<file path="src/rtl/pwm_pkg.sv">
// Shared types and constants for the PWM duty meter.
package pwm_pkg;

   localparam int CNT_W_DEF = 16;

   typedef logic [CNT_W_DEF-1:0] tick_cnt_t;

   localparam logic LEVEL_STUCK_HI = 1'b1;
   localparam logic LEVEL_STUCK_LO = 1'b0;

endpackage

</file>
<file path="src/rtl/pwm_tick_gen.sv">
// Free-running prescaler: tick_o is high for one clk in every PRESCALE clks.
module pwm_tick_gen #(
   parameter int PRESCALE = 4
) (
   input  logic clk,
   input  logic rst_n,
   output logic tick_o
);

   localparam int PW = (PRESCALE > 1) ? $clog2(PRESCALE) : 1;
   localparam logic [PW-1:0] RELOAD = PW'(PRESCALE - 1);

   logic [PW-1:0] cnt_q;
   logic [PW-1:0] cnt_d;

   // Down-counter: terminal count at zero produces the tick and reloads.
   assign tick_o = (cnt_q == '0);

   always_comb begin
      cnt_d = tick_o ? RELOAD : cnt_q - PW'(1);
   end

   always_ff @(posedge clk or negedge rst_n) begin
      if (!rst_n) cnt_q <= '0;
      else        cnt_q <= cnt_d;
   end

endmodule

</file>
<file path="src/rtl/pwm_duty_meter.sv">
// Measures period and high time of a PWM line in prescaled ticks and flags a
// stuck line when no rising edge arrives within TIMEOUT ticks.
//
//   state | meaning
//   ------+--------------------------------------------------------------
//   IDLE  | not armed; next rise only starts a period (after reset / stuck)
//   MEAS  | armed; next rise reports the period just completed
module pwm_duty_meter
   import pwm_pkg::*;
#(
   parameter int CNT_W    = CNT_W_DEF,
   parameter int PRESCALE = 4,
   parameter int TIMEOUT  = 60000
) (
   input  logic             clk,
   input  logic             rst_n,
   input  logic             pwm_in,
   output logic [CNT_W-1:0] period_o,
   output logic [CNT_W-1:0] high_o,
   output logic             valid_o,
   output logic             stuck_o,
   output logic             level_o
);

   localparam logic [0:0] ST_IDLE = 1'b0;
   localparam logic [0:0] ST_MEAS = 1'b1;

   localparam logic [CNT_W-1:0] TO_VAL = CNT_W'(TIMEOUT);
   localparam logic [CNT_W-1:0] SAT    = '1;

   logic             s1_q, s2_q, s3_q;
   logic [0:0]       state_q, state_d;
   logic             frozen_q, frozen_d;
   logic [CNT_W-1:0] per_cnt_q, per_cnt_d;
   logic [CNT_W-1:0] hi_cnt_q, hi_cnt_d;
   logic [CNT_W-1:0] period_q, period_d;
   logic [CNT_W-1:0] high_q, high_d;
   logic             stuck_q, stuck_d;
   logic             level_q, level_d;
   logic             valid_q, valid_d;
   logic             tick;
   logic             rise;
   logic             to_hit;

   pwm_tick_gen #(
      .PRESCALE (PRESCALE)
   ) u_tick (
      .clk    (clk),
      .rst_n  (rst_n),
      .tick_o (tick)
   );

   assign rise   = s2_q & ~s3_q;
   // frozen_q marks the IDLE that follows a stuck report, so it fires only once
   assign to_hit = ~frozen_q & (per_cnt_q == TO_VAL);

   always_comb begin
      state_d   = state_q;
      frozen_d  = frozen_q;
      per_cnt_d = per_cnt_q;
      hi_cnt_d  = hi_cnt_q;
      period_d  = period_q;
      high_d    = high_q;
      stuck_d   = stuck_q;
      level_d   = level_q;
      valid_d   = 1'b0;

      if (rise) begin
         per_cnt_d = tick ? CNT_W'(1) : '0;
         hi_cnt_d  = (tick & s2_q) ? CNT_W'(1) : '0;
         frozen_d  = 1'b0;
         state_d   = ST_MEAS;
         if (state_q == ST_MEAS) begin
            period_d = per_cnt_q;
            high_d   = hi_cnt_q;
            stuck_d  = 1'b0;
            level_d  = 1'b0;
            valid_d  = 1'b1;
         end
      end else if (to_hit) begin
         period_d = '0;
         high_d   = '0;
         stuck_d  = 1'b1;
         level_d  = s2_q ? LEVEL_STUCK_HI : LEVEL_STUCK_LO;
         valid_d  = 1'b1;
         state_d  = ST_IDLE;
         frozen_d = 1'b1;
      end else if (tick && !frozen_q) begin
         if (per_cnt_q != SAT) per_cnt_d = per_cnt_q + CNT_W'(1);
         if (s2_q && (hi_cnt_q != SAT)) hi_cnt_d = hi_cnt_q + CNT_W'(1);
      end
   end

   always_ff @(posedge clk or negedge rst_n) begin
      if (!rst_n) begin
         s1_q      <= 1'b0;
         s2_q      <= 1'b0;
         s3_q      <= 1'b0;
         state_q   <= ST_IDLE;
         frozen_q  <= 1'b0;
         per_cnt_q <= '0;
         hi_cnt_q  <= '0;
         period_q  <= '0;
         high_q    <= '0;
         stuck_q   <= 1'b0;
         level_q   <= 1'b0;
         valid_q   <= 1'b0;
      end else begin
         s1_q      <= pwm_in;
         s2_q      <= s1_q;
         s3_q      <= s2_q;
         state_q   <= state_d;
         frozen_q  <= frozen_d;
         per_cnt_q <= per_cnt_d;
         hi_cnt_q  <= hi_cnt_d;
         period_q  <= period_d;
         high_q    <= high_d;
         stuck_q   <= stuck_d;
         level_q   <= level_d;
         valid_q   <= valid_d;
      end
   end

   assign period_o = period_q;
   assign high_o   = high_q;
   assign stuck_o  = stuck_q;
   assign level_o  = level_q;
   assign valid_o  = valid_q;

endmodule

</file>
<file path="config.mk">
export PLATFORM = sky130hd
export DESIGN_NAME = pwm_duty_meter
export DESIGN_NICKNAME = d
export VERILOG_FILES = /design/src/rtl/pwm_pkg.sv /design/src/rtl/pwm_tick_gen.sv /design/src/rtl/pwm_duty_meter.sv
export SDC_FILE = /design/constraint.sdc
export NUM_CORES = 1
export LEC_CHECK = 0
export ABC_AREA = 0
export CAP_MARGIN = 20
export CELL_PAD_IN_SITES_DETAIL_PLACEMENT = 0
export CELL_PAD_IN_SITES_GLOBAL_PLACEMENT = 1
export CORE_ASPECT_RATIO = 1.1
export CORE_MARGIN = 3
export CORE_UTILIZATION = 35
export DETAILED_ROUTE_END_ITERATION = 6
export HOLD_SLACK_MARGIN = 0.02
export PLACE_DENSITY = 0.69
export RECOVER_POWER = 100
export SLEW_MARGIN = 40
export SYNTH_ARGS = -nofsm -noshare
export SYNTH_HDL_FRONTEND = slang
export SYNTH_HIERARCHICAL = 1
export SYNTH_SLANG_ARGS = --single-unit
</file>
<file path="constraint.sdc">
create_clock -name clk -period 5.7 [get_ports clk]
set_input_delay 0.855 -clock clk [delete_from_list [all_inputs] [get_ports clk]]
set_output_delay 0.855 -clock clk [all_outputs]
set_load 0.01 [all_outputs]
</file>
Word level (Yosys, flattened, before mapping) --
Cells that the tools add are included.
Cells by class: equality and inequality tests 5, bitwise logic cells 5, reduce and logical (&&, ||, !) cells 11, multiplexer cells 28, add/sub/neg operators 3
Operator list (count):
- 16-bit two-way mux | 13
- 16-bit by 1-bit adder with 16-bit output, second input constant | 2
- 16-bit != test, second input constant | 2
- 16-bit == test, second input constant | 1
- 1-bit two-way mux | 14
- 2-bit nonzero test | 4
- 3-bit AND reduction | 2
- 2-bit != test, second input constant | 2
- 1-bit AND | 3
- 1-bit logical AND | 2
- 2-bit logical NOT | 1
- 2-bit two-way mux | 1
- 1-bit NOT | 2
- 2-bit AND reduction | 1
- 2-bit by 1-bit subtractor with 2-bit output, second input constant | 1
- 1-bit logical NOT | 1
Word-level totals: input port bits 3, logic and storage cells 65, register bits 74

Depth between registers and ports, before layout --
depth after elaboration 6, depth in mapped cells 9, depth with buffers taken out 7

Hierarchy --
The synthesis kept the hierarchy.
Modules (own cells, without submodules):
- pwm_duty_meter | cells an instance 300, area each 3230.6 µm², instances 1, seq. area each 1801.7 µm²
- pwm_tick_gen | cells an instance 7, area each 80.1 µm², instances 1, seq. area each 50.0 µm²

Least setup slack after synthesis --
OpenSTA, ideal clock, no wires.
kind flip-flop to flip-flop, start point register per_cnt_q[0], end point register hi_cnt_q[12], required time 5.590 ns, buffers on the path 2, stages on the path, launching flop included 10, setup time 0.110 ns, arrival 2.104 ns, setup slack 3.486 ns, path through dfrtp_1 -> inv_1 -> ha_1 -> or4b_1 -> o41a_1 -> buf_6 -> o221ai_4 -> buf_6 -> o21ai_0 -> o41ai_1
On the way: cells in the longest elaborated chain, start to end 4
Ends and longest elaborated chain:
- start, declared | RTL line pwm_duty_meter.sv:34 | logic [CNT_W-1:0] per_cnt_q, per_cnt_d;
- start signal, assigned | RTL line pwm_duty_meter.sv:114 | per_cnt_q <= per_cnt_d;
- 16-bit == test | RTL line pwm_duty_meter.sv:55 | assign to_hit = ~frozen_q & (per_cnt_q == TO_VAL);
- 1-bit AND | RTL line pwm_duty_meter.sv:55
- 2-bit != test (no source line)
- 3-bit AND reduction (no source line)
- end signal, assigned | RTL line pwm_duty_meter.sv:115 | hi_cnt_q <= hi_cnt_d;
- end, declared | RTL line pwm_duty_meter.sv:35 | logic [CNT_W-1:0] hi_cnt_q, hi_cnt_d;
No other way between the ends. A chain may end at the register's enable or synchronous reset.

Worst setup path after layout --
start point register per_cnt_q[0], end point register period_q[8], in the netlist period_o[8]
On the way: cells in the longest elaborated chain, start to end 4
Ends and longest elaborated chain:
- 16-bit == test | RTL line pwm_duty_meter.sv:55
- 1-bit AND | RTL line pwm_duty_meter.sv:55
- 2-bit nonzero test (no source line)
- 2-bit AND reduction (no source line)
- end signal, assigned | RTL line pwm_duty_meter.sv:116 | period_q <= period_d;
- end, declared | RTL line pwm_duty_meter.sv:36 | logic [CNT_W-1:0] period_q, period_d;
No other way between the ends.

==> metrics <==
status=finished, violations left; failing checks=capacitance limit, slew limit; Final ANT Viol Nets=0; # Post-CTS Setup Buffers=0; clock root buffer=clkbuf_8; period utilisation layout=0.578; Worst Hold Path Cells=0; post-synthesis mux area share=0.00302; area grow syn2layout=20.5%; RSZ-0062 raised after global routing=no; first-pass GRT wire length=around 13000 um; Final Skew=about 0.0037 ns; final wirelength=around 7600 um; Crit. path cell count=7; Pint=approximately 0.9 mW; total core area=around 9100 um2; cell taking the most area after synthesis=dfrtp_1; Synth cell types=44; ys async rst share=1.00; vias in the first global route=2598; initial antenna violation count=0; Clock Power Share=0.446; largest family of logic cells by synthesized area=compound AO/OA/AOI/OAI gates; post-synthesis sequential area ratio=0.559; HP Start=s1_q; minimum clock period=between 3 and 4 ns; Setup crit end kind=flip-flop; pwr/cell area=286 nW/um2; worst r2r src=per_cnt_q[0]; crit path cell chain=inv_1 -> ha_1 -> or4b_1 -> nor4_1 -> a21oi_2 -> clkbuf_1 -> a22o_2; Synth Register Bits=74; Max Root-Sink Buffers=2; Post-Syn Area=~3300 um2; # hold bufs at CTS=0; Psw=~0.26 mW; pre-CTS setup slack=about 3.1 ns; fin. max-slew vios=34; TritonRoute pass-1 iters=4; Reg2Reg Depth=7; Tot GR Track Use=0.156; slowest stage delay, CP=just under 0.8 ns; GR Layer Usage met3=0.0400; Post-synth EDFFs=0; final worst setup slack=around 2.4 ns; Reg power frac=0.488; Final HPWL DP=4990 um; layout cells sized above 1=0.0780; post-synthesis net count=around 310; Worst-path clk slew=approximately 0.08 ns; Die H=between 100 and 150 um; Worst R2R End=period_o[8]; max_cap viols=1; maximum fanout along the worst path=33; commonest non-fill, non-tap cells in the layout=dfrtp_1 (74), dlygate4sd3_1 (36), a22o_1 (31), nor2_1 (24), nand2_1 (22); nets=348; area fraction in compound gates after synthesis=0.201; clock buffer count from CTS=9; ANT cells=0; adder-cell share of the synthesized area=0.0151; Leak=between 1.5 and 2 nW; Synth area leaders=dfrtp_1 (56%), a22o_1 (8.2%), o21ai_0 (3.0%); Via density=5.45; CP Class=reg -> reg; Fin. Hold Viols=0; via count=around 2500; VDD IR max=approximately 0.14 mV; CP arrival=approximately 3.5 ns; die outline area=around 11000 um2; TritonCTS Sinks=74; WHS Endpoint=s2_q; Post-Synth Simple-Gate Area=0.161; Buffers on Ports=37; Routed wire per std cell=between 15 and 20 um; Crit-path slowest cell=nor4_1; # H-tree levels=3; number of core rows=36; startpoint types=flip-flop; final setup vio count=0; Buf/Inv on CP=2; xor/xnor share of the synthesized area=0.0212; Switching Share=0.227; Gate power share=0.066; main flop type after synthesis=dfrtp_1; synthesized area per cell=around 11 um2; Congestion Overflow GR=0; Post-CTS Resized=0; largest net degree at the start of global routing=between 70 and 80; Slew @ Worst Pin=1.53 ns; Final GP Congestion=0.754; CTS tree=yes; Synth top area share=0.559; delay-heaviest family, CP=simple AND/OR/NAND/NOR gates; Residual DRC=0; most common cell after layout, fill and taps aside=dfrtp_1; Hold Path Class=reg -> reg; Die Wd=about 99 um; Initial DRC Count=86; Worst EP required=slightly below 6 ns; warnings from Yosys=6; IO Count=38; Post-Synthesis Cells=between 300 and 400; GR Util met1=0.211; Worst R2R Setup Slack=2.41 ns; Top Usage Layer GRT=met2; Slew HR=-0.0208; maximum clock frequency=0.304 GHz; GRT met2 Usage=0.250; Starting Density=0.366; Setup TNS=0 ns; clock latency at the later pin of the worst-skew pair=~0.35 ns
-- metrics by stage --
step	instance area [um2]	instances	total power, mW	hold slack (ns)	util
4_1_cts	4020	460	1.16	0.356	0.444
3_5_place_dp	3760	444	0.650	0.337	0.416
6_report	3990	460	1.14	0.352	0.441
3_3_place_gp	3760	444	0.648	0.332	0.415
5_1_grt	3990	460	1.19	0.386	0.441
2_1_floorplan	3310	307	0.608	0.331	-
-- how the worst max path moves through the flow --
stage | endpoint | start
6_report | period_o[8] | per_cnt_q[0]
5_1_grt | level_o | per_cnt_q[0]
4_1_cts | hi_cnt_q[13] | per_cnt_q[0]
3_5_place_dp | hi_cnt_q[13] | per_cnt_q[0]
3_3_place_gp | hi_cnt_q[0] | per_cnt_q[0]
2_1_floorplan | hi_cnt_q[12] | per_cnt_q[0]
-- worst register-to-register path, cell delays in order, from the launching register on --
cell,delay (ns)
dfrtp_1,0.47
inv_1,0.09
ha_1,0.13
or4b_1,0.46
nor4_1,0.78
a21oi_2,0.16
clkbuf_1,0.62
a22o_2,0.47
-- power groups by stage --
stage	combinational (mW)	clock [mW]	sequential (mW)
final	0.0752	0.510	0.557
after global routing	0.0868	0.543	0.561
after CTS	0.0822	0.522	0.558
after detailed placement	0.0816	0	0.568
after global placement	0.0811	0	0.567
after floorplan	0.0409	0	0.567
-- sequential cells by signal (all words and copies together) (netlist names) --
signal	count
valid_o	1
s3_q	1
level_o	1
high_o	16
stuck_o	1
period_o	16
u_tick/cnt_q	2
hi_cnt_q	16
s2_q	1
s1_q	1
frozen_q	1
per_cnt_q	16
state_q	1
-- synth_stat cells, types with 3 or more instances --
cell type	n
o31ai_1	11
clkbuf_1	8
nor3_1	6
xnor2_1	4
a21oi_1	7
a22o_1	31
buf_2	5
nand2b_1	4
o211ai_1	5
ha_1	4
buf_6	3
a31oi_1	6
nor4_1	6
xor2_1	4
nor2_1	25
dfrtp_1	74
o21ai_0	20
inv_1	10
nand3_1	15
nand4_1	11
nand2_1	22
-- kinds of logic after synthesis --
logic type | count (synthesis)
xor+xnor | 8
flops | 74
compound gates | 89
mux | 1
simple gates | 104
fa+ha+maj | 4
buf+inv | 27
-- layout make-up --
class / count / area (um2)
flip-flops and latches: 74 / 1850
fillers: 865 / 5060
multi-input cells: 206 / 1320
inverters: 10 / 37.5
clock inverters: 5 / 100
well taps: 114 / 143
repair buffers: 40 / 388
clock buffers: 11 / 151
-- layer usage --
| layer | vias up | share of wire |
|---|---|---|
| li1 | 1213 | - |
| met1 | 1234 | 0.48 |
| met2 | 50 | 0.47 |
| met3 | 9 | 0.035 |
| met4 | 0 | 0.011 |
| met5 | - | 0 |
No activity file was read; power rests on OpenSTA's default activity.
==> RTL edit (same settings) <==
Reset style: synchronous (`rst_n`), changed in 2 clocked blocks.
--- a/src/rtl/pwm_tick_gen.sv
+++ b/src/rtl/pwm_tick_gen.sv
@@ -21,5 +21,5 @@
    end
 
-   always_ff @(posedge clk or negedge rst_n) begin
+   always_ff @(posedge clk) begin
       if (!rst_n) cnt_q <= '0;
       else        cnt_q <= cnt_d;
--- a/src/rtl/pwm_duty_meter.sv
+++ b/src/rtl/pwm_duty_meter.sv
@@ -92,5 +92,5 @@
    end
 
-   always_ff @(posedge clk or negedge rst_n) begin
+   always_ff @(posedge clk) begin
       if (!rst_n) begin
          s1_q      <= 1'b0;
Check against the original RTL: differs if rst_n is asserted again (counterexample within 10 cycles, from zero or initial values and one cycle with rst_n low); with rst_n held inactive, the same outputs for 10 cycles.
==> RTL edit against the original RTL <==
  * Clock skew increased by 0.0030 ns
  * Wire length increased by 7.9%
  * Critical path depth decreased by 1
  * Area after synthesis decreased by 2.6%
  * Largest power group unchanged
  * Worst setup slack got worse by 0.75 ns
  * Die area decreased by 2.5%
  * Count of clock-buffer cells in the layout unchanged
  * Power decreased by 8.6%
  * Highest routed layer unchanged
  * Largest cell class is now multi-input gates
  * Sequential cell count unchanged
  * Sequential share of layout area decreased by 8.2 points
  * Synthesized cell count increased by 13%
  * Cell area decreased by 2.9%
==> RTL edit: results (changes against the original RTL) <==
number of violations reported at the end of detailed-routing iteration 0=162 (+88%); Lkg Pwr=1.42 nW (-22%); async set or reset register ratio after synthesis=0 (-1.00); Final GP Congestion=0.801 (+6.3%); Max-slew headroom=0.106 (+0.127); DPL Wire Length=5.59 mm (+12%); CP peak stage delay=0.99 ns (+0.21 ns); area fraction in compound gates after synthesis=0.237 (+0.0368); share of post-route cells with drive strength above 1=0.0714 (-0.00661); Post-Place Cell Area=3650 um^2 (-3.2%); final routed wire length divided by cell count=16.6 um (+0.85%); final non-filler cell total=492 (+7.0%); routed vias=2,765 (+10%); critical-path maximum fanout=34 (+3.0%); total instance count after detailed placement=477 (+7.4%); commonest register cell after synthesis=sky130_fd_sc_hd__dfxtp_1; Peak supply drop=0.000101 V (-26%); maximum number of pins on one net before global-route repair=35 (-53%); global-route wire length before repair=13.7 mm (+2.1%); synthesized-area fraction occupied by xor and xnor cells=0.00815 (-0.0130); fillcell total=876 (+1.3%); register area share after synthesis=0.459 (-0.0999); Unique masters post-synth=51 (+16%); Layout Skew=0.00678 ns (+0.00304 ns); net count after synthesis=355 (+13%); post-route design area=3870 um^2 (-2.9%); status=completed; post-synthesis share of cell area spent on full adders, half adders and majority gates=0.0155 (+0.000405); via count of the first global-routing pass=2,683 (+3.3%)
-- RTL edit: changes by cell type in the layout (fill, tap and decap cells not counted), moves of 5 or more --
cell and delta:
sky130_fd_sc_hd__dfrtp_1 -74, sky130_fd_sc_hd__dfxtp_1 +74, sky130_fd_sc_hd__o21ai_0 -14, sky130_fd_sc_hd__nor2_1 -10, sky130_fd_sc_hd__o311ai_0 +8, sky130_fd_sc_hd__and2_1 +6, sky130_fd_sc_hd__and2_0 +5, sky130_fd_sc_hd__nand3_1 +5
sky130_fd_sc_hd__nor2b_1 +5
-- RTL edit: worst paths after layout --
check / startpoint / to / slack [ns] / cells past startpoint
hold reg to reg: s1_q$_SDFF_PN0_ / s2_q$_SDFF_PN0_ / 0.44 / 1
setup reg to reg: s3_q$_SDFF_PN0_ / hi_cnt_q[10]$_SDFFE_PN0P_ / 2.82 / 5
hold / removal: s1_q$_SDFF_PN0_ / s2_q$_SDFF_PN0_ / 0.44 / 1
setup / recovery: rst_n / hi_cnt_q[10]$_SDFFE_PN0P_ / 1.66 / 6
-- RTL edit: per-layer routing --
layer,vias to the layer above,global-route usage,part of all wire
li1,1386,-,-
met1,1307,0.210,0.47
met2,58,0.265,0.47
met3,14,0.0312,0.037
met4,0,0.0633,0.020
met5,-,0,0
-- RTL edit: cell type report --
cell class              instances  area share
well taps                     114      0.0368
repair buffers                 39      0.0985
flip-flops and latches         74       0.382
multi-input cells             241       0.415
clock inverters                 4      0.0194
clock buffers                  11      0.0391
inverters                       9     0.00872
-- RTL edit: power by group --
part	internal [W]	leakage [nW]	switching, W	total, W
sequential	0.000523	0.598	0.00000576	0.000528
combinational	0.0000141	0.714	0.0000398	0.0000540
clock	0.000268	0.108	0.000193	0.000461
total	0.000805	1.42	0.000239	0.00104
